**src/rtl/kanagawa_loop_generator_if.sv**
```systemverilog
// Show-ahead FIFO read port: the master presents empty/data, the slave pulls rden.
interface kanagawa_loop_generator_if #(
  parameter int WIDTH = 128
);
  logic             empty;
  logic [WIDTH-1:0] data;
  logic             rden;

  modport master (output empty, output data, input rden);
  modport slave  (input empty, input data, output rden);
endinterface

```
**src/rtl/kanagawa_loop_generator.sv**
```systemverilog
// Expands each upstream record into max_thread_id+1 copies with the counter field set to 0..max.
// Define KANAGAWA_LOOP_GENERATOR_CHECKS_EN to enable simulation-only protocol assertions.
module kanagawa_loop_generator #(
  parameter int TOTAL_WIDTH               = 128,
  parameter int COUNTER_WIDTH             = 32,
  parameter int HAS_LITERAL_MAX_THREAD_ID = 0,
  parameter int LITERAL_MAX_THREAD_ID     = 0,
  parameter int OFFSET                    = 0,
  parameter int ONLY_ONE_THREAD_OFFSET    = 32
) (
  input  logic                        clk,
  input  logic                        rst,
  kanagawa_loop_generator_if.slave    up,
  kanagawa_loop_generator_if.master   dn,
  output logic                        underflow_out
);

  if ((ONLY_ONE_THREAD_OFFSET >= OFFSET) &&
      (ONLY_ONE_THREAD_OFFSET < OFFSET + COUNTER_WIDTH)) begin : g_bad_offset
    $error("only_one_thread bit overlaps the counter field");
  end

  logic                     valid_q, valid_d;
  logic [TOTAL_WIDTH-1:0]   rec_q, rec_d;
  logic [COUNTER_WIDTH-1:0] cnt_q, cnt_d;
  logic [COUNTER_WIDTH-1:0] maxr_q, maxr_d;
  logic                     one_q, one_d;
  logic                     underflow_q, underflow_d;
  logic                     last, pop, load;
  logic [TOTAL_WIDTH-1:0]   out_dat;

  always_comb begin
    last        = one_q | (cnt_q == maxr_q);
    pop         = dn.rden & valid_q;
    // No upstream pop while in reset so a queued record survives it.
    load        = !rst & !up.empty & (!valid_q | (pop & last));
    valid_d     = valid_q;
    rec_d       = rec_q;
    cnt_d       = cnt_q;
    maxr_d      = maxr_q;
    one_d       = one_q;
    underflow_d = dn.rden & !valid_q;
    if (load) begin
      rec_d   = up.data;
      cnt_d   = '0;
      valid_d = 1'b1;
      if (HAS_LITERAL_MAX_THREAD_ID != 0) begin
        maxr_d = COUNTER_WIDTH'(LITERAL_MAX_THREAD_ID);
        one_d  = (LITERAL_MAX_THREAD_ID == 0);
      end else begin
        maxr_d = up.data[OFFSET +: COUNTER_WIDTH];
        one_d  = up.data[ONLY_ONE_THREAD_OFFSET];
      end
    end else if (pop & !last) begin
      cnt_d = cnt_q + COUNTER_WIDTH'(1);
    end else if (pop & last) begin
      valid_d = 1'b0;
    end
  end

  always_comb begin
    out_dat = rec_q;
    out_dat[OFFSET +: COUNTER_WIDTH] = cnt_q;
  end

  assign up.rden       = load;
  assign dn.empty      = !valid_q;
  assign dn.data       = out_dat;
  assign underflow_out = underflow_q;

  always_ff @(posedge clk) begin
    if (rst) begin
      valid_q     <= 1'b0;
      cnt_q       <= '0;
      underflow_q <= 1'b0;
    end else begin
      valid_q     <= valid_d;
      rec_q       <= rec_d;
      cnt_q       <= cnt_d;
      maxr_q      <= maxr_d;
      one_q       <= one_d;
      underflow_q <= underflow_d;
    end
  end

`ifdef KANAGAWA_LOOP_GENERATOR_CHECKS_EN
  a_no_underflow: assert property (@(posedge clk) disable iff (rst) !(dn.rden && !valid_q))
    else $error("rden_in asserted while empty_out=1");
  a_one_thread_cnt: assert property (@(posedge clk) disable iff (rst)
      !((HAS_LITERAL_MAX_THREAD_ID == 0) && load && up.data[ONLY_ONE_THREAD_OFFSET] &&
        (up.data[OFFSET +: COUNTER_WIDTH] != '0)))
    else $error("only_one_thread set with nonzero counter field");
  a_no_x: assert property (@(posedge clk) disable iff (rst) !$isunknown({up.empty, dn.rden}))
    else $error("X on empty_in/rden_in");
`endif

endmodule

```
**src/flat_wrapper.sv**
```systemverilog
// flat-port wrapper written by rule: the top's interface ports become plain ports
module kanagawa_loop_generator_flat 
#(
  parameter int TOTAL_WIDTH               = 128,
  parameter int COUNTER_WIDTH             = 32,
  parameter int HAS_LITERAL_MAX_THREAD_ID = 0,
  parameter int LITERAL_MAX_THREAD_ID     = 0,
  parameter int OFFSET                    = 0,
  parameter int ONLY_ONE_THREAD_OFFSET    = 32
)
  (clk, rst, underflow_out, up_empty, up_data, up_rden, dn_empty, dn_data, dn_rden);
  kanagawa_loop_generator_if #(.WIDTH((128))) up_i ();
  kanagawa_loop_generator_if #(.WIDTH((128))) dn_i ();
  input  logic clk;
  input  logic rst;
  output logic underflow_out;
  input wire logic [$bits(up_i.empty)-1:0] up_empty;
  input wire logic [$bits(up_i.data)-1:0] up_data;
  output wire logic [$bits(up_i.rden)-1:0] up_rden;
  output wire logic [$bits(dn_i.empty)-1:0] dn_empty;
  output wire logic [$bits(dn_i.data)-1:0] dn_data;
  input wire logic [$bits(dn_i.rden)-1:0] dn_rden;
  assign up_i.empty = up_empty;
  assign up_i.data = up_data;
  assign up_rden = up_i.rden;
  assign dn_empty = dn_i.empty;
  assign dn_data = dn_i.data;
  assign dn_i.rden = dn_rden;
  kanagawa_loop_generator #(.TOTAL_WIDTH(TOTAL_WIDTH), .COUNTER_WIDTH(COUNTER_WIDTH), .HAS_LITERAL_MAX_THREAD_ID(HAS_LITERAL_MAX_THREAD_ID), .LITERAL_MAX_THREAD_ID(LITERAL_MAX_THREAD_ID), .OFFSET(OFFSET), .ONLY_ONE_THREAD_OFFSET(ONLY_ONE_THREAD_OFFSET)) u_core (.clk(clk), .rst(rst), .up(up_i), .dn(dn_i), .underflow_out(underflow_out));
endmodule
```
**config.mk**
```make
export PLATFORM = sky130hd
export DESIGN_NAME = kanagawa_loop_generator_flat
export DESIGN_NICKNAME = d
export VERILOG_FILES = /design/src/rtl/kanagawa_loop_generator_if.sv /design/src/rtl/kanagawa_loop_generator.sv /design/src/flat_wrapper.sv
export SDC_FILE = /design/constraint.sdc
export NUM_CORES = 1
export LEC_CHECK = 0
export ABC_AREA = 1
export CELL_PAD_IN_SITES_DETAIL_PLACEMENT = 0
export CELL_PAD_IN_SITES_GLOBAL_PLACEMENT = 1
export CORE_MARGIN = 1
export CORE_UTILIZATION = 35
export DETAILED_ROUTE_END_ITERATION = 12
export PLACE_DENSITY = 0.93
export SLEW_MARGIN = 20
export SYNTH_ARGS = -nofsm -noshare
export SYNTH_HDL_FRONTEND = slang
export SYNTH_SLANG_ARGS = --single-unit
```
**constraint.sdc**
```tcl
create_clock -name clk -period 7.7 [get_ports clk]
set_clock_uncertainty 0.05 [all_clocks]
set_input_delay 1.155 -clock clk [delete_from_list [all_inputs] [get_ports clk]]
set_output_delay 1.155 -clock clk [all_outputs]
set_load 0.005 [all_outputs]
```
==> tab_implementation.tex, run 1 <==
\begin{tabular}{lr}
\hline
Metric & Value \\
\hline
\multicolumn{2}{l}{\textbf{Critical path}} \\
\quad Launching instance or port of the critical path & u\_core.cnt\_q[15] \\
\quad FF-to-FF Start & u\_core.cnt\_q[15] \\
\quad Req. time, crit path & 6.49 ns \\
\quad Kind of end point of the critical path & output port \\
\quad Crit path DAT & 3.01 ns \\
\quad Maximum fanout along the worst path & 33 \\
\quad Worst setup path category & flop to output port \\
\quad Type of origin of the critical path & flop \\
\multicolumn{2}{l}{\textbf{Pwr}} \\
\quad Total power divided by cell area & 195 nW/um2 \\
\quad Maximum VDD drop & 0.141 mV \\
\quad Leakage component of the power & 3.59 nW \\
\quad Post-layout power & 1.97 mW \\
\multicolumn{2}{l}{\textbf{Layout}} \\
\quad Final cell count without fillers & 1129 \\
\quad Sequential cell area & 4520 um2 \\
\quad Multi-input logic area & 1820 um2 \\
\quad Fill count & 1606 \\
\quad Post-layout utilization of the core & 0.540 \\
\quad Number of nets in the finished design & 1012 \\
\quad Area delta synth->final & 50.9\% \\
\quad Layout cells sized above 1 & 0.0594 \\
\quad Most used cells in the layout excluding fill and tap cells & sky130\_fd\_sc\_hd\_\_clkdlybuf4s50\_1, sky130\_fd\_sc\_hd\_\_nand2\_1, sky130\_fd\_sc\_hd\_\_edfxtp\_1 \\
\quad Leading cell type in the layout, fill and taps excluded & sky130\_fd\_sc\_hd\_\_clkdlybuf4s50\_1 \\
\quad Post-route cell area & 10100 um2 \\
\multicolumn{2}{l}{\textbf{Global routing}} \\
\quad Wire length of the first global-routing pass & 28200 um \\
\quad Global routing met1 resource utilization & 0.197 \\
\quad Most Crowded Layer GR & met2 \\
\quad Number of antenna violations at the first check in global routing & 3 \\
\quad GRT overflow & 0 \\
\quad Maximum number of pins on one net before global-route repair & 67 \\
\quad Vias in the first global route & 5192 \\
\quad Fraction of met3 tracks used by global routing & 0.0903 \\
\quad Global routing usage on met2 & 0.348 \\
\quad GRT Overall Usage & 0.194 \\
\multicolumn{2}{l}{\textbf{Synth}} \\
\quad Post-synthesis instance area & 6690 um2 \\
\quad Synth area leader & sky130\_fd\_sc\_hd\_\_edfxtp\_1 \\
\quad Sequential fraction of the synthesis area & 0.676 \\
\quad Cell count after synthesis & 615 \\
\quad Number of library cell types mapped by synthesis & 24 \\
\quad Yosys warning total & 0 \\
\quad Number of register bits inferred by synthesis & 162 \\
\quad Per-instance average area after synthesis & 10.9 um2 \\
\quad Dominant cells by area after synthesis & sky130\_fd\_sc\_hd\_\_edfxtp\_1, sky130\_fd\_sc\_hd\_\_nand2\_1, sky130\_fd\_sc\_hd\_\_dfxtp\_1 \\
\quad Yosys top cell area share & 0.574 \\
\quad Post-Synthesis Net Count & 748 \\
\multicolumn{2}{l}{\textbf{Die}} \\
\quad Initial core utilization & 0.358 \\
\quad Total number of placement rows & 50 \\
\quad Number of ports placed on the die boundary & 263 \\
\quad Y dimension of the die & 140 um \\
\quad Width of the chip & 140 um \\
\quad CORE AREA & 18700 um2 \\
\quad Die ar. & 19700 um2 \\
\multicolumn{2}{l}{\textbf{CTS}} \\
\quad Clock root buffer & sky130\_fd\_sc\_hd\_\_clkbuf\_16 \\
\quad Number of hold buffers added after cts & 0 \\
\quad Buffers inserted by post-CTS timing repair & 0 \\
\quad TritonCTS buffer count & 17 \\
\quad Post-cts gate resize count & 0 \\
\quad Clk slew on worst S/H paths & 0.07 ns \\
\quad Number of levels in the clock H-tree & 4 \\
\quad Clock insertion delay at the later pin of the skew report & 0.42 ns \\
\quad CTS tree & built \\
\quad Max clock buf depth & 2 \\
\quad Clock sink total & 162 \\
\multicolumn{2}{l}{\textbf{Routing}} \\
\quad Total iterations of the first detailed-routing run & 5 \\
\quad Average vias per placed instance & 4.48 \\
\quad Final wirelength & 19000 um \\
\quad Number of DRC markers after the initial detailed-route iteration & 276 \\
\quad Remaining antenna violation count & 0 \\
\quad Vias & 5053 \\
\quad Routed WL per cell & 16.8 um \\
\quad DRC violation count after routing & 0 \\
\multicolumn{2}{l}{\textbf{Timing}} \\
\quad Worst-margin pin slew & 1.09 ns \\
\quad Hold slack final & 0.475 ns \\
\quad Setup tns final & 0 ns \\
\quad Max\_slew headroom & 0.271 \\
\quad PnR worst setup slack & 3.49 ns \\
\quad Final Hold Vio Count & 0 \\
\quad Ratio of final minimum period to clock period & 0.547 \\
\quad Final setup vio count & 0 \\
\quad Unrepaired setup endpoints after global routing & no \\
\quad Final count of pins violating max slew & 0 \\
\quad Max Fclk & 237 MHz \\
\quad Minimum clock period & 4.21 ns \\
\multicolumn{2}{l}{\textbf{Job}} \\
\quad \# Max-Cap Violations & 0 \\
\multicolumn{2}{l}{\textbf{Placed design}} \\
\quad Final weighted congestion of routability-driven global placement & 0.860 \\
\quad Placed Cells incl. Taps & 1094 \\
\quad Dpl cell area & 9500 um2 \\
\quad Half-perimeter wire length after placement & 14000 um \\
\quad Post-Place Setup Slack & 3.78 ns \\
\quad Number of port buffers & 262 \\
\multicolumn{2}{l}{\textbf{Worst hold path}} \\
\quad HP Start & u\_core.valid\_q \\
\quad Worst min path class & flop to flop \\
\multicolumn{2}{l}{\textbf{Outcome}} \\
\quad Status & finished, final reports clean \\
\hline
\end{tabular}
==> sequential cells by signal, indices dropped and copies added (netlist names) <==
register              count
u_core.rec_q             97
u_core.cnt_q             32
u_core.maxr_q            31
u_core.underflow_out      1
u_core.valid_q            1
==> layer usage <==
metal / wire, um / vias up
met1: 6860 / 2314
met5: 0 / -
met3: 1900 / 19
met4: 370 / 0
li1: - / 2526
met2: 9830 / 194
==> cells in the mapped netlist <==
master / n
sky130_fd_sc_hd__buf_4: 4
sky130_fd_sc_hd__buf_1: 2
sky130_fd_sc_hd__buf_6: 2
sky130_fd_sc_hd__buf_8: 1
sky130_fd_sc_hd__nand4_1: 33
sky130_fd_sc_hd__nand2_1: 183
sky130_fd_sc_hd__nand3_2: 1
sky130_fd_sc_hd__xnor2_1: 32
sky130_fd_sc_hd__a21oi_1: 1
sky130_fd_sc_hd__dfxtp_1: 34
sky130_fd_sc_hd__nand2_2: 3
sky130_fd_sc_hd__nand2_4: 1
sky130_fd_sc_hd__nand3b_1: 2
sky130_fd_sc_hd__ha_1: 1
sky130_fd_sc_hd__clkbuf_1: 4
sky130_fd_sc_hd__nor3_2: 1
sky130_fd_sc_hd__nor2_1: 80
sky130_fd_sc_hd__nand3_1: 3
sky130_fd_sc_hd__inv_1: 61
sky130_fd_sc_hd__edfxtp_1: 128
sky130_fd_sc_hd__buf_2: 5
sky130_fd_sc_hd__inv_2: 1
sky130_fd_sc_hd__nor2_2: 13
sky130_fd_sc_hd__xor2_1: 19
==> critical path, stage by stage (launching register included) <==
cell and delay (ns):
sky130_fd_sc_hd__dfxtp_1 0.50, sky130_fd_sc_hd__xnor2_1 0.16, sky130_fd_sc_hd__nand2_1 0.07, sky130_fd_sc_hd__nor2_1 0.17, sky130_fd_sc_hd__nand2_1 0.13, sky130_fd_sc_hd__nor2_2 0.16
sky130_fd_sc_hd__nand2_2 0.40, sky130_fd_sc_hd__nand2_1 0.16, sky130_fd_sc_hd__nand2_1 0.08, sky130_fd_sc_hd__nand2_2 0.07, sky130_fd_sc_hd__nand2_2 0.10, sky130_fd_sc_hd__inv_1 0.07
sky130_fd_sc_hd__clkdlybuf4s50_1 0.51
==> cell type report <==
| type | instances | share of cell area |
|---|---|---|
| Clock inverter | 15 | 0.0160 |
| Timing Repair Buffer | 263 | 0.261 |
| Sequential cell | 162 | 0.448 |
| Antenna cell | 3 | 0.000744 |
| Tap cell | 234 | 0.0290 |
| Clock buffer | 17 | 0.0421 |
| Multi-Input combinational cell | 373 | 0.180 |
| Inverter | 62 | 0.0233 |
==> where the power goes <==
| group | switching, mW | internal (mW) | total, mW |
|---|---|---|---|
| clock network | 0.392 | 0.436 | 0.828 |
| logic | 0.0544 | 0.0974 | 0.152 |
| registers | 0.0101 | 0.978 | 0.988 |
| total | 0.457 | 1.51 | 1.97 |
==> logic make-up after synthesis <==
family / share of synthesized area
XOR/XNOR: 0.0668
buffers and inverters: 0.0520
flip-flops: 0.676
AND/OR/NAND/NOR: 0.203
adder cells (fa/ha/maj): 0.00187
AO/OA/AOI/OAI: 0.000747
==> path summary, 6_finish.rpt <==
path | to | slack [ns] | depth (start not counted)
worst min-delay path | u_core.valid_q | 0.47 | 2
worst max-delay path | up_rden | 3.49 | 12
worst max register to register | u_core.maxr_q[28] | 3.80 | 12
worst min register to register | u_core.valid_q | 0.47 | 2
Note: power is estimated with default switching activity, not from simulation.
==> inputs of run 2 (changes only) <==
--- a/config.mk
+++ b/config.mk
@@ -9,9 +9,9 @@
 export CELL_PAD_IN_SITES_DETAIL_PLACEMENT = 0
 export CELL_PAD_IN_SITES_GLOBAL_PLACEMENT = 1
 export CORE_MARGIN = 1
-export CORE_UTILIZATION = 35
+export CORE_UTILIZATION = 33
 export DETAILED_ROUTE_END_ITERATION = 12
-export PLACE_DENSITY = 0.93
+export PLACE_DENSITY = 0.89
 export SLEW_MARGIN = 20
 export SYNTH_ARGS = -nofsm -noshare
 export SYNTH_HDL_FRONTEND = slang
==> constraint.sdc (replaced) <==
create_clock -name clk -period 4.1 [get_ports clk]
set_clock_uncertainty 0.05 [all_clocks]
set_input_delay 0.615 -clock clk [delete_from_list [all_inputs] [get_ports clk]]
set_output_delay 0.615 -clock clk [all_outputs]
set_load 0.005 [all_outputs]
==> tab_implementation.tex, run 2 (synthesis gave the netlist of run 1 again) <==
\begin{tabular}{lr}
\hline
Metric & Value \\
\hline
\multicolumn{2}{l}{\textbf{Die}} \\
\quad Width of the chip & 144 um (+2.9\%) \\
\quad Y dimension of the die & 144 um (+2.9\%) \\
\quad CORE AREA & 19700 um2 (+5.1\%) \\
\quad Die ar. & 20800 um2 (+6.0\%) \\
\quad Number of ports placed on the die boundary & 263 (unchanged) \\
\quad Total number of placement rows & 51 (+2.0\%) \\
\quad Initial core utilization & 0.340 (-0.0173) \\
\multicolumn{2}{l}{\textbf{CTS}} \\
\quad Clock insertion delay at the later pin of the skew report & 0.43 ns (about the same) \\
\quad Max clock buf depth & 2 (unchanged) \\
\quad TritonCTS buffer count & 17 (unchanged) \\
\quad Number of levels in the clock H-tree & 4 (unchanged) \\
\quad CTS tree & built \\
\quad Number of hold buffers added after cts & 0 (unchanged) \\
\quad Post-cts gate resize count & 0 (unchanged) \\
\quad Clock root buffer & sky130\_fd\_sc\_hd\_\_clkbuf\_16 \\
\quad Clk slew on worst S/H paths & 0.07 ns (about the same) \\
\quad Clock sink total & 162 (unchanged) \\
\quad Buffers inserted by post-CTS timing repair & 0 (unchanged) \\
\multicolumn{2}{l}{\textbf{Timing}} \\
\quad Setup tns final & 0 ns (unchanged) \\
\quad Minimum clock period & 3.17 ns \\
\quad Final Hold Vio Count & 0 (unchanged) \\
\quad Max Fclk & 316 MHz \\
\quad Ratio of final minimum period to clock period & 0.772 \\
\quad Unrepaired setup endpoints after global routing & no \\
\quad Worst-margin pin slew & 0.758 ns (-0.335 ns) \\
\quad PnR worst setup slack & 0.935 ns (-2.55 ns) \\
\quad Final setup vio count & 0 (unchanged) \\
\quad Max\_slew headroom & 0.494 (+0.224) \\
\quad Final count of pins violating max slew & 0 (unchanged) \\
\multicolumn{2}{l}{\textbf{Pwr}} \\
\quad NetSw & 0.901 mW (+97\%) \\
\quad Portion of total power attributed to the clock network & 0.438 (+0.017) \\
\quad Internal Power & 2.91 mW (+93\%) \\
\quad Fraction of power consumed by combinational cells & 0.076 (about the same) \\
\quad Leakage component of the power & 3.64 nW (+1.2\%) \\
\quad Total power divided by cell area & 373 nW/um2 (+91\%) \\
\quad Maximum VDD drop & 0.268 mV (+90\%) \\
\quad Switching Fraction & 0.236 (+0.00404) \\
\quad Sequential fraction of design power & 0.486 (-0.016) \\
\multicolumn{2}{l}{\textbf{Placed design}} \\
\quad Number of port buffers & 262 (unchanged) \\
\quad Final weighted congestion of routability-driven global placement & 0.852 (-0.93\%) \\
\quad Post-Place Setup Slack & 1.32 ns (-2.46 ns) \\
\quad Half-perimeter wire length after placement & 14100 um (+0.94\%) \\
\multicolumn{2}{l}{\textbf{Critical path}} \\
\quad CP max stage delay & 0.50 ns (about the same) \\
\quad Maximum fanout along the worst path & 6 (-82\%) \\
\quad Cell chain of the critical path & xnor2\_1 > nand2\_1 > nor2\_1 > nand2\_1 > nor2\_1 > nand2\_2 > nand2\_1 > nand2\_1 > nand2\_2 > nand2\_2 > inv\_1 > clkdlybuf4s50\_1 \\
\quad Highest-delay cell along the critical path & sky130\_fd\_sc\_hd\_\_clkdlybuf4s50\_1 \\
\quad Type of origin of the critical path & flop \\
\quad Buffers plus inverters on the worst setup path & 2 (unchanged) \\
\quad Kind of end point of the critical path & output port \\
\quad Crit path DAT & 2.50 ns (-0.51 ns) \\
\quad Worst setup path category & flop to output port \\
\quad Req. time, crit path & 3.43 ns (-3.06 ns) \\
\quad Largest delay contributor family on the critical path & simple AND/OR/NAND/NOR gates \\
\quad Dominant cell type by count on the critical path & sky130\_fd\_sc\_hd\_\_nand2\_1 \\
\multicolumn{2}{l}{\textbf{Layout}} \\
\quad Biggest regs & u\_core.rec\_q: 97 flops, u\_core.cnt\_q: 32 flops, u\_core.maxr\_q: 31 flops \\
\quad Largest register FFs & 97 (unchanged) \\
\quad Largest register by flop count & u\_core.rec\_q \\
\quad Area delta synth->final & 52.9\% \\
\quad Leading cell type in the layout, fill and taps excluded & sky130\_fd\_sc\_hd\_\_clkdlybuf4s50\_1 \\
\quad Layout cells sized above 1 & 0.0658 (+0.00636) \\
\quad Most used cells in the layout excluding fill and tap cells & sky130\_fd\_sc\_hd\_\_clkdlybuf4s50\_1, sky130\_fd\_sc\_hd\_\_nand2\_1, sky130\_fd\_sc\_hd\_\_edfxtp\_1 \\
\quad Number of nets in the finished design & 1017 (+0.49\%) \\
\multicolumn{2}{l}{\textbf{Global routing}} \\
\quad GRT overflow & 0 (unchanged) \\
\quad GRT Overall Usage & 0.192 (-0.00173) \\
\quad Vias in the first global route & 5172 (-0.39\%) \\
\quad Wire length of the first global-routing pass & 29000 um (+2.6\%) \\
\quad Maximum number of pins on one net before global-route repair & 71 (+6.0\%) \\
\quad Number of antenna violations at the first check in global routing & 2 (-1) \\
\multicolumn{2}{l}{\textbf{Routing}} \\
\quad Average vias per placed instance & 4.40 (-1.8\%) \\
\quad Vias & 5118 (+1.3\%) \\
\quad Remaining antenna violation count & 0 (unchanged) \\
\quad DRC violation count after routing & 0 (unchanged) \\
\quad Routed WL per cell & 16.7 um (-0.65\%) \\
\quad Number of DRC markers after the initial detailed-route iteration & 228 (-17\%) \\
\quad Total iterations of the first detailed-routing run & 5 (unchanged) \\
\quad Final wirelength & 19400 um (+2.4\%) \\
\multicolumn{2}{l}{\textbf{Job}} \\
\quad \# Max-Cap Violations & 0 (unchanged) \\
\multicolumn{2}{l}{\textbf{Worst hold path}} \\
\quad Worst min path class & flop to flop \\
\multicolumn{2}{l}{\textbf{Outcome}} \\
\quad Status & finished, final reports clean \\
\hline
\end{tabular}
[run 2: area by class of cell]
cell class	count	area, um2
clock buffer	17	425
fill	1801	9420
multi-input combinational	373	1820
tap	265	332
inverter	62	236
sequential	162	4520
timing repair buffer	268	2680
clock inverter	15	210
antenna	2	5.00
[run 2: worst paths after layout]
kind                     from         endpoint  slack (ns)  cells past startpoint
max          u_core.cnt_q[29]          up_rden        0.93                     12
max reg2reg  u_core.cnt_q[17]  u_core.cnt_q[0]        1.37                     12
min reg2reg    u_core.valid_q   u_core.valid_q        0.46                      2
min            u_core.valid_q   u_core.valid_q        0.46                      2
[run 2: stage by stage]
stage	cells	util	hold slack [ns]	total power, mW	area, um2
floorplan	615	-	0.425	1.96	6700
global placement	1130	0.488	0.445	2.18	9590
detailed placement	1130	0.488	0.455	2.18	9590
CTS	1162	0.520	0.465	3.85	10200
global route	1164	0.521	0.490	3.94	10200
finish	1164	0.521	0.464	3.82	10200
[run 2: worst min-delay path, stage by stage, from the launching register on]
cell and delay (ns):
sky130_fd_sc_hd__dfxtp_1 0.33, sky130_fd_sc_hd__nand2_2 0.08, sky130_fd_sc_hd__a21oi_1 0.06
[run 2: layer usage]
layer	global-route usage	wire (um)
met3	0.0917	1990
met4	0.0643	305
met5	0	0
met1	0.210	7260
met2	0.325	9870
[run 2: power by group through the flow]
stage	registers [mW]	clock network [mW]	logic, mW
2_1_floorplan	1.90	0	0.0607
3_3_place_gp	1.89	0	0.289
3_5_place_dp	1.89	0	0.291
4_1_cts	1.85	1.70	0.294
5_1_grt	1.86	1.77	0.310
6_report	1.85	1.67	0.290
==> inputs of run 3 (changes only) <==
--- a/config.mk
+++ b/config.mk
@@ -9,9 +9,9 @@
 export CELL_PAD_IN_SITES_DETAIL_PLACEMENT = 0
 export CELL_PAD_IN_SITES_GLOBAL_PLACEMENT = 1
 export CORE_MARGIN = 1
-export CORE_UTILIZATION = 33
+export CORE_UTILIZATION = 30
 export DETAILED_ROUTE_END_ITERATION = 12
-export PLACE_DENSITY = 0.89
+export PLACE_DENSITY = 0.85
 export SLEW_MARGIN = 20
 export SYNTH_ARGS = -nofsm -noshare
 export SYNTH_HDL_FRONTEND = slang
==> constraint.sdc (replaced) <==
create_clock -name clk -period 2.7 [get_ports clk]
set_clock_uncertainty 0.05 [all_clocks]
set_input_delay 0.405 -clock clk [delete_from_list [all_inputs] [get_ports clk]]
set_output_delay 0.405 -clock clk [all_outputs]
set_load 0.005 [all_outputs]
==> tab_implementation.tex, run 3 (synthesis gave the netlist of run 1 again) <==
\begin{tabular}{lr}
\hline
Metric & Value \\
\hline
\multicolumn{2}{l}{\textbf{Die}} \\
\quad Total number of placement rows & 54 (+5.9\%) \\
\quad Y dimension of the die & 151 um (+4.8\%) \\
\quad Initial core utilization & 0.307 (-0.0338) \\
\quad Die ar. & 22900 um2 (+9.9\%) \\
\quad CORE AREA & 21800 um2 (+11\%) \\
\quad Number of ports placed on the die boundary & 263 (unchanged) \\
\quad Width of the chip & 151 um (+4.8\%) \\
\multicolumn{2}{l}{\textbf{Routing}} \\
\quad Number of DRC markers after the initial detailed-route iteration & 232 (+1.8\%) \\
\quad Remaining antenna violation count & 0 (unchanged) \\
\quad Routed WL per cell & 16.3 um (-2.1\%) \\
\quad Total iterations of the first detailed-routing run & 4 (-1) \\
\quad DRC violation count after routing & 0 (unchanged) \\
\quad Average vias per placed instance & 4.32 (-1.8\%) \\
\quad Final wirelength & 19500 um (+0.38\%) \\
\quad Vias & 5157 (+0.76\%) \\
\multicolumn{2}{l}{\textbf{CTS}} \\
\quad Number of levels in the clock H-tree & 4 (unchanged) \\
\quad TritonCTS buffer count & 17 (unchanged) \\
\quad Clk slew on worst S/H paths & 0.08 ns (about the same) \\
\quad Clock root buffer & sky130\_fd\_sc\_hd\_\_clkbuf\_16 \\
\quad Clock sink total & 162 (unchanged) \\
\quad Clock insertion delay at the later pin of the skew report & 0.42 ns (about the same) \\
\quad CTS tree & built \\
\quad Buffers inserted by post-CTS timing repair & 0 (unchanged) \\
\quad Max clock buf depth & 2 (unchanged) \\
\multicolumn{2}{l}{\textbf{Layout}} \\
\quad Largest register FFs & 97 (unchanged) \\
\quad Post-route cell area & 10400 um2 (+1.5\%) \\
\quad Area delta synth->final & 55.2\% \\
\quad Biggest regs & u\_core.rec\_q: 97 flops, u\_core.cnt\_q: 32 flops, u\_core.maxr\_q: 31 flops \\
\quad Number of diodes added for antenna fixing & 0 (-2) \\
\quad Final cell count without fillers & 1194 (+2.6\%) \\
\quad Number of nets in the finished design & 1034 (+1.7\%) \\
\quad Most used cells in the layout excluding fill and tap cells & sky130\_fd\_sc\_hd\_\_clkdlybuf4s50\_1, sky130\_fd\_sc\_hd\_\_nand2\_1, sky130\_fd\_sc\_hd\_\_edfxtp\_1 \\
\quad Leading cell type in the layout, fill and taps excluded & sky130\_fd\_sc\_hd\_\_clkdlybuf4s50\_1 \\
\quad Largest register by flop count & u\_core.rec\_q \\
\quad Layout cells sized above 1 & 0.101 (+0.0349) \\
\multicolumn{2}{l}{\textbf{Critical path}} \\
\quad Maximum fanout along the worst path & 3 (-3) \\
\quad Worst setup path category & flop to output port \\
\quad Type of origin of the critical path & flop \\
\quad Kind of end point of the critical path & output port \\
\quad Req. time, crit path & 2.25 ns (-1.18 ns) \\
\quad Crit path DAT & 2.00 ns (-0.50 ns) \\
\multicolumn{2}{l}{\textbf{Global routing}} \\
\quad GRT Overall Usage & 0.173 (-0.0191) \\
\quad Maximum number of pins on one net before global-route repair & 71 (unchanged) \\
\quad Vias in the first global route & 5307 (+2.6\%) \\
\quad Number of antenna violations at the first check in global routing & 0 (-2) \\
\quad GRT overflow & 0 (unchanged) \\
\quad Wire length of the first global-routing pass & 29000 um (+0.34\%) \\
\multicolumn{2}{l}{\textbf{Placed design}} \\
\quad Placed Cells incl. Taps & 1162 (+2.8\%) \\
\quad Number of port buffers & 262 (unchanged) \\
\quad Half-perimeter wire length after placement & 14400 um (+1.7\%) \\
\quad Dpl cell area & 9780 um2 (+2.0\%) \\
\quad Final weighted congestion of routability-driven global placement & 0.815 (-4.4\%) \\
\multicolumn{2}{l}{\textbf{Pwr}} \\
\quad Leakage component of the power & 3.73 nW (+2.6\%) \\
\quad Maximum VDD drop & 0.376 mV (+40\%) \\
\quad Total power divided by cell area & 545 nW/um2 (+46\%) \\
\quad Post-layout power & 5.66 mW (+48\%) \\
\multicolumn{2}{l}{\textbf{Timing}} \\
\quad Final setup vio count & 0 (unchanged) \\
\quad Ratio of final minimum period to clock period & 0.908 \\
\quad Final count of pins violating max slew & 0 (unchanged) \\
\quad Max\_slew headroom & 0.708 (+0.214) \\
\quad Unrepaired setup endpoints after global routing & no \\
\quad Worst-margin pin slew & 0.437 ns (-0.321 ns) \\
\quad Minimum clock period & 2.45 ns \\
\quad Final Hold Vio Count & 0 (unchanged) \\
\quad Max Fclk & 408 MHz \\
\multicolumn{2}{l}{\textbf{Job}} \\
\quad \# Max-Cap Violations & 0 (unchanged) \\
\multicolumn{2}{l}{\textbf{Outcome}} \\
\quad Status & finished, final reports clean \\
\multicolumn{2}{l}{\textbf{Worst hold path}} \\
\quad Worst min path class & primary input to flop \\
\hline
\end{tabular}
-- run 3: changes by cell type in the layout (fill, tap and decap cells not counted), sizes merged --
cell           previous run  this run
buf                       6        23
diode                     2         0
bufinv                    1         0
clkdlybuf4s50           262       261
dlygate4sd2               0         1
inv                      68        69
-- run 3: worst paths after layout --
kind	start	to	slack, ns	cells past startpoint
hold / removal	up_data[117]	u_core.rec_q[117]	0.47	1
setup reg to reg	u_core.cnt_q[0]	u_core.cnt_q[0]	0.32	13
hold reg to reg	u_core.valid_q	u_core.valid_q	0.48	2
setup / recovery	u_core.maxr_q[19]	up_rden	0.25	14
-- run 3: what timing repair did --
| action | CTS | global route |
|---|---|---|
| endpoints found under the setup margin | 1 | 4 |
| gates resized for setup | 7 | 1 |
| pin swaps | 3 | 1 |
| hold buffers | 0 | 0 |
-- run 3: through the flow --
stage	hold WS, ns	worst slack [ns]	TNS, ns	utilization
after floorplan	0.424	-0.702	-89.83	-
after global placement	0.471	0.354	0	0.448
after detailed placement	0.478	0.315	0	0.448
after CTS	0.458	0.189	0	0.476
after global routing	0.449	0.00748	0	0.476
final	0.473	0.247	0	0.476
-- run 3: cell type report --
class / count / area (um2)
Clock buffer: 17 / 425
Clock inverter: 15 / 164
Fill cell: 2032 / 11400
Inverter: 62 / 236
Multi-Input combinational cell: 373 / 1830
Sequential cell: 162 / 4550
Tap cell: 280 / 350
Timing Repair Buffer: 285 / 2830
-- run 3: power breakdown --
group / internal [mW] / switching, mW
combinational: 0.286 / 0.157
sequential: 2.79 / 0.0272
clock: 1.24 / 1.16
-- run 3: per-layer routing --
metal	GRT usage	vias up	wire [um]
met5	0	-	0
met4	0.0330	0	114
met3	0.0834	7	1880
met2	0.295	164	9730
met1	0.196	2417	7770
li1	-	2569	-
-- run 3: critical path: stages (launching register included) --
cell and delay (ns):
sky130_fd_sc_hd__edfxtp_1 0.40, sky130_fd_sc_hd__inv_1 0.07, sky130_fd_sc_hd__nand2_1 0.05, sky130_fd_sc_hd__nand2_1 0.05, sky130_fd_sc_hd__nand2_1 0.06, sky130_fd_sc_hd__nor2_2 0.10, sky130_fd_sc_hd__nand2_1 0.09, sky130_fd_sc_hd__nor2_2 0.14
sky130_fd_sc_hd__nand2_2 0.08, sky130_fd_sc_hd__nand2_1 0.06, sky130_fd_sc_hd__nand2_1 0.06, sky130_fd_sc_hd__nand2_2 0.08, sky130_fd_sc_hd__nand2_4 0.07, sky130_fd_sc_hd__inv_1 0.05, sky130_fd_sc_hd__dlygate4sd2_1 0.22
==> RTL change 1, RTL diff (config.mk and constraints of run 3) <==
`COUNTER_WIDTH` is set to 32 in 2 places; all go to 24.
--- a/src/rtl/kanagawa_loop_generator.sv
+++ b/src/rtl/kanagawa_loop_generator.sv
@@ -2,7 +2,7 @@
 // Define KANAGAWA_LOOP_GENERATOR_CHECKS_EN to enable simulation-only protocol assertions.
 module kanagawa_loop_generator #(
   parameter int TOTAL_WIDTH               = 128,
-  parameter int COUNTER_WIDTH             = 32,
+  parameter int COUNTER_WIDTH             = 24,
   parameter int HAS_LITERAL_MAX_THREAD_ID = 0,
   parameter int LITERAL_MAX_THREAD_ID     = 0,
   parameter int OFFSET                    = 0,
--- a/src/flat_wrapper.sv
+++ b/src/flat_wrapper.sv
@@ -2,7 +2,7 @@
 module kanagawa_loop_generator_flat 
 #(
   parameter int TOTAL_WIDTH               = 128,
-  parameter int COUNTER_WIDTH             = 32,
+  parameter int COUNTER_WIDTH             = 24,
   parameter int HAS_LITERAL_MAX_THREAD_ID = 0,
   parameter int LITERAL_MAX_THREAD_ID     = 0,
   parameter int OFFSET                    = 0,
Formal check against the unedited RTL: not equivalent (Yosys sat finds a counterexample within 4 cycles, from zero or initial values and one cycle with rst high).
==> RTL change 1 against run 3 <==
Die area shrank 7.6%; cell area shrank 5.3%; routed wire length shrank 4.5%; setup slack gained 0.0016 ns; sequential cell count shrank 8; worst hold slack gained 0.00072 ns; highest routed layer unchanged; non-clock buffer count shrank 9; synthesized area shrank 7.7%; sequential share of layout area grew 1.0 points; power shrank 2.2%; critical path type unchanged.
==> RTL change 1: results <==
{
  "synth.distinct_cells": 20,
  "hp-class": "in2reg",
  "fillCellCount": 1802,
  "cts.htree.levels": 4,
  "status": "finished clean",
  "arrival_ns": 2.00,
  "dr.pass1.iters": 5,
  "clockRootBuffer": "clkbuf_16",
  "clockBufferDepth": 2,
  "leakage_nw": 3.64,
  "slew_headroom": 0.620,
  "synth_edf_count": 128,
  "syn_to_final_growth_pct": 59.2,
  "portBuffers": 262,
  "ys_seq_area_frac": 0.707,
  "clock_latency_ns": 0.42,
  "use_met3": 0.101,
  "synth_top_cell_by_area": "edfxtp_1",
  "critPathMaxFanout": 7,
  "grtUsageMet2": 0.303,
  "cts_made_buffers": 17,
  "use_met1": 0.179,
  "dp_hpwl_um": 14000,
  "synth-compound-area-share": 0.000810,
  "yosys-top-cells-count": "177 x nand2_1, 128 x edfxtp_1, 61 x inv_1",
  "synthXorXnorAreaFrac": 0.0255,
  "synth_fa_ha_area_frac": 0.00203,
  "synthMuxAreaShare": 0,
  "synth_area_leaders": "edfxtp_1 62%, nand2_1 11%, dfxtp_1 8.4%",
  "drive_gt1_frac": 0.132,
  "drt_iter0_markers": 183,
  "path_clk_slew_ns": 0.08,
  "reg_top3": "u_core.rec_q: 105 flops, u_core.cnt_q: 24 flops, u_core.maxr_q: 23 flops",
  "synthesis.instances": 557,
  "peakVddDrop_mv": 0.429,
  "gp_congestion": 0.868,
  "grt_pass1_wl_um": 27900,
  "track_usage": 0.179,
  "nNetsFinal": 971,
  "drt-total-wl_um": 18600,
  "syn-num-nets": 690,
  "synth-warning-count": 0,
  "dp_cells": 1087,
  "viasPerCell": 4.23,
  "grt_max_degree": 31,
  "synthArstFlopShare": 0,
  "grt_pass1_vias": 4925,
  "antenna_found_initial": 3,
  "wl_per_cell_um": 16.6
}
[RTL change 1: cell types whose count changed after synthesis, moves of 7 or more]
cell and delta:
nor2_2 +8, nand3_1 +7, dfxtp_1 -8, inv_2 +14, xnor2_1 -32, nor2_1 -25
nand4_1 -8
[RTL change 1: routing by layer]
layer | part of all wire | up-vias | routed length (µm)
met2 | 0.49 | 171 | 9100
met4 | 0.029 | 0 | 541
met3 | 0.12 | 25 | 2280
li1 | - | 2366 | -
met1 | 0.36 | 2191 | 6690
met5 | 0 | - | 0
[RTL change 1: cell families (layout without fill, tap and decap cells)]
logic type	after synthesis	after routing
buffers and inverters	90	384
other	0	3
AND/OR/NAND/NOR	293	293
adder cells (fa/ha/maj)	1	1
flip-flops	154	154
XOR/XNOR	18	18
AO/OA/AOI/OAI	1	1
[RTL change 1: final timing paths]
check,startpoint,end,slack [ns],cells after the start
setup / recovery,u_core.cnt_q[9]$_SDFFE_PP0P_,up_rden,0.25,13
hold / removal,up_data[93],u_core.rec_q[93]$_DFFE_PP_,0.47,1
setup reg to reg,u_core.cnt_q[9]$_SDFFE_PP0P_,u_core.rec_q[81]$_DFFE_PP_,0.53,14
hold reg to reg,u_core.valid_q$_SDFFE_PP0P_,u_core.valid_q$_SDFFE_PP0P_,0.49,2
[RTL change 1: report_power, final]
group | leakage [nW] | internal, mW | switching (mW)
Combinational | 1.94 | 0.296 | 0.162
Clock | 0.291 | 1.25 | 1.14
Sequential | 1.41 | 2.66 | 0.0270
Total | 3.64 | 4.21 | 1.33
[RTL change 1: worst max-delay path, stage by stage (launching register included)]
cell and delay, ns:
dfxtp_2 0.41, inv_2 0.04, nand2_1 0.05, nand2_1 0.05
nor2_1 0.10, nand2_1 0.12, nor2_2 0.14, nand3_2 0.09
nand2_1 0.07, nand2_1 0.06, nand2_2 0.08, nand2_4 0.07
inv_1 0.05, dlygate4sd2_1 0.25
[RTL change 1: stage by stage]
step                      instance area, µm²  worst slack [ns]
after floorplan                         6210            -0.689
after global placement                  9180             0.326
after detailed placement                9180             0.313
after CTS                               9830             0.229
after global routing                    9840            0.0711
final                                   9840             0.249
[RTL change 1: repair_timing]
action	in CTS	in global routing
hold buffers	0	0
setup buffers	2	0
resized for setup	25	0
endpoints found under the setup margin	1	0
[RTL change 1: cell type report]
class | count | area (µm²) | share of cell area
diodes | 3 | 7.51 | 0.000763
clock buffers | 17 | 425 | 0.0432
clock inverters | 15 | 169 | 0.0172
inverters | 76 | 289 | 0.0294
multi-input cells | 313 | 1440 | 0.146
flip-flops and latches | 154 | 4410 | 0.448
well taps | 270 | 338 | 0.0343
repair buffers | 276 | 2760 | 0.281
==> RTL change 2, RTL diff (settings of run 3) <==
Without the edit above. Register the output `underflow_out` once more, with the module's reset; this adds one clock of latency there. The other outputs are not delayed to match.
--- a/src/rtl/kanagawa_loop_generator.sv
+++ b/src/rtl/kanagawa_loop_generator.sv
@@ -66,7 +66,13 @@
   assign up.rden       = load;
   assign dn.empty      = !valid_q;
   assign dn.data       = out_dat;
-  assign underflow_out = underflow_q;
+  always_ff @(posedge clk) begin
+    if (rst) begin
+      underflow_out <= '0;
+    end else begin
+      underflow_out <= underflow_q;
+    end
+  end
 
   always_ff @(posedge clk) begin
     if (rst) begin
Check against the original RTL: not equivalent (Yosys sat finds a counterexample within 4 cycles, from zero or initial values and one cycle with rst high).
==> RTL change 2 against run 3 <==
Synthesized area is 0.41% higher; critical path depth fell by 2; cell area rose by 1.1%; setup slack got worse by 0.074 ns; fmax shrank 2.9%; routed wire length fell by 1.5%; synthesized cell count up 0.49%; sequential cell count increased by 1; power grew 0.25%; critical endpoint unchanged; largest power group unchanged.
==> RTL change 2: results <==
{
  "synth_fa_ha_area_frac": 0.00186,
  "dp_hpwl_um": 14800,
  "arrival_ns": 2.07,
  "seqCellArea_um2": 4560,
  "gp_congestion": 0.842,
  "numSequentialCells": 163,
  "r2r_cells": 12,
  "hp-class": "reg2reg",
  "leakage_nw": 3.79,
  "grt_max_degree": 33,
  "track_usage": 0.170,
  "syn-num-nets": 751,
  "nonClkBufAreaFrac": 0.277,
  "num_antenna_cells": 4,
  "status": "finished clean",
  "synth-compound-area-share": 0.000745,
  "nNetsFinal": 1044,
  "clock_area_frac": 0.0558,
  "yosys-top-cells-count": "183 x nand2_1, 128 x edfxtp_1, 81 x nor2_1",
  "final_cells": 1207,
  "worst_pin_slew_ns": 0.667,
  "synthesis.instances": 618,
  "powerDensity_nw_per_um2": 540,
  "multi_input_area_um2": 1840,
  "viasPerCell": 4.35,
  "antenna_found_initial": 4,
  "grt_pass1_wl_um": 28500,
  "clkPwrFrac": 0.421,
  "holdPathStages": 2,
  "p_int_mw": 4.34,
  "ys_seq_area_frac": 0.676,
  "buffers": 292,
  "synthXorXnorAreaFrac": 0.0665,
  "dr.pass1.iters": 5,
  "drive_gt1_frac": 0.108,
  "n_all_inverters": 63,
  "peakVddDrop_mv": 0.365
}
[RTL change 2: kinds of logic (layout without fill, tap and decap cells)]
family | Yosys count | after routing
other | 0 | 4
flip-flops | 163 | 163
AND/OR/NAND/NOR | 321 | 321
AO/OA/AOI/OAI | 1 | 1
adder cells (fa/ha/maj) | 1 | 1
XOR/XNOR | 51 | 51
buffers and inverters | 81 | 386
[RTL change 2: routing by layer]
layer | up-vias | global-route usage | routed length [µm]
li1 | 2602 | - | -
met1 | 2430 | 0.183 | 7400
met2 | 193 | 0.288 | 9500
met3 | 30 | 0.0751 | 1820
met4 | 0 | 0.0693 | 480
met5 | - | 0 | 0
[RTL change 2: path summary, 6_finish.rpt]
check / end / start / slack (ns)
worst max register to register: u_core.cnt_q[0]$_SDFFE_PP0P_ / u_core.cnt_q[0]$_SDFFE_PP0P_ / 0.30
worst min-delay path: u_core.underflow_out$_SDFF_PP0_ / u_core.underflow_q$_SDFF_PP0_ / 0.37
worst max-delay path: up_rden / u_core.maxr_q[25]$_DFFE_PP_ / 0.17
worst min register to register: u_core.underflow_out$_SDFF_PP0_ / u_core.underflow_q$_SDFF_PP0_ / 0.37
[RTL change 2: what timing repair did]
| item | 4_1_cts | 5_1_grt |
|---|---|---|
| resized for setup | 4 | 5 |
| setup endpoints to repair | 1 | 3 |
| pin swaps | 3 | 2 |
| hold endpoints to repair | 0 | 0 |
[RTL change 2: stage by stage]
step	util	area (µm²)
after floorplan	-	6760
after global placement	0.452	9890
after detailed placement	0.452	9890
after CTS	0.479	10500
after global routing	0.479	10500
final	0.479	10500
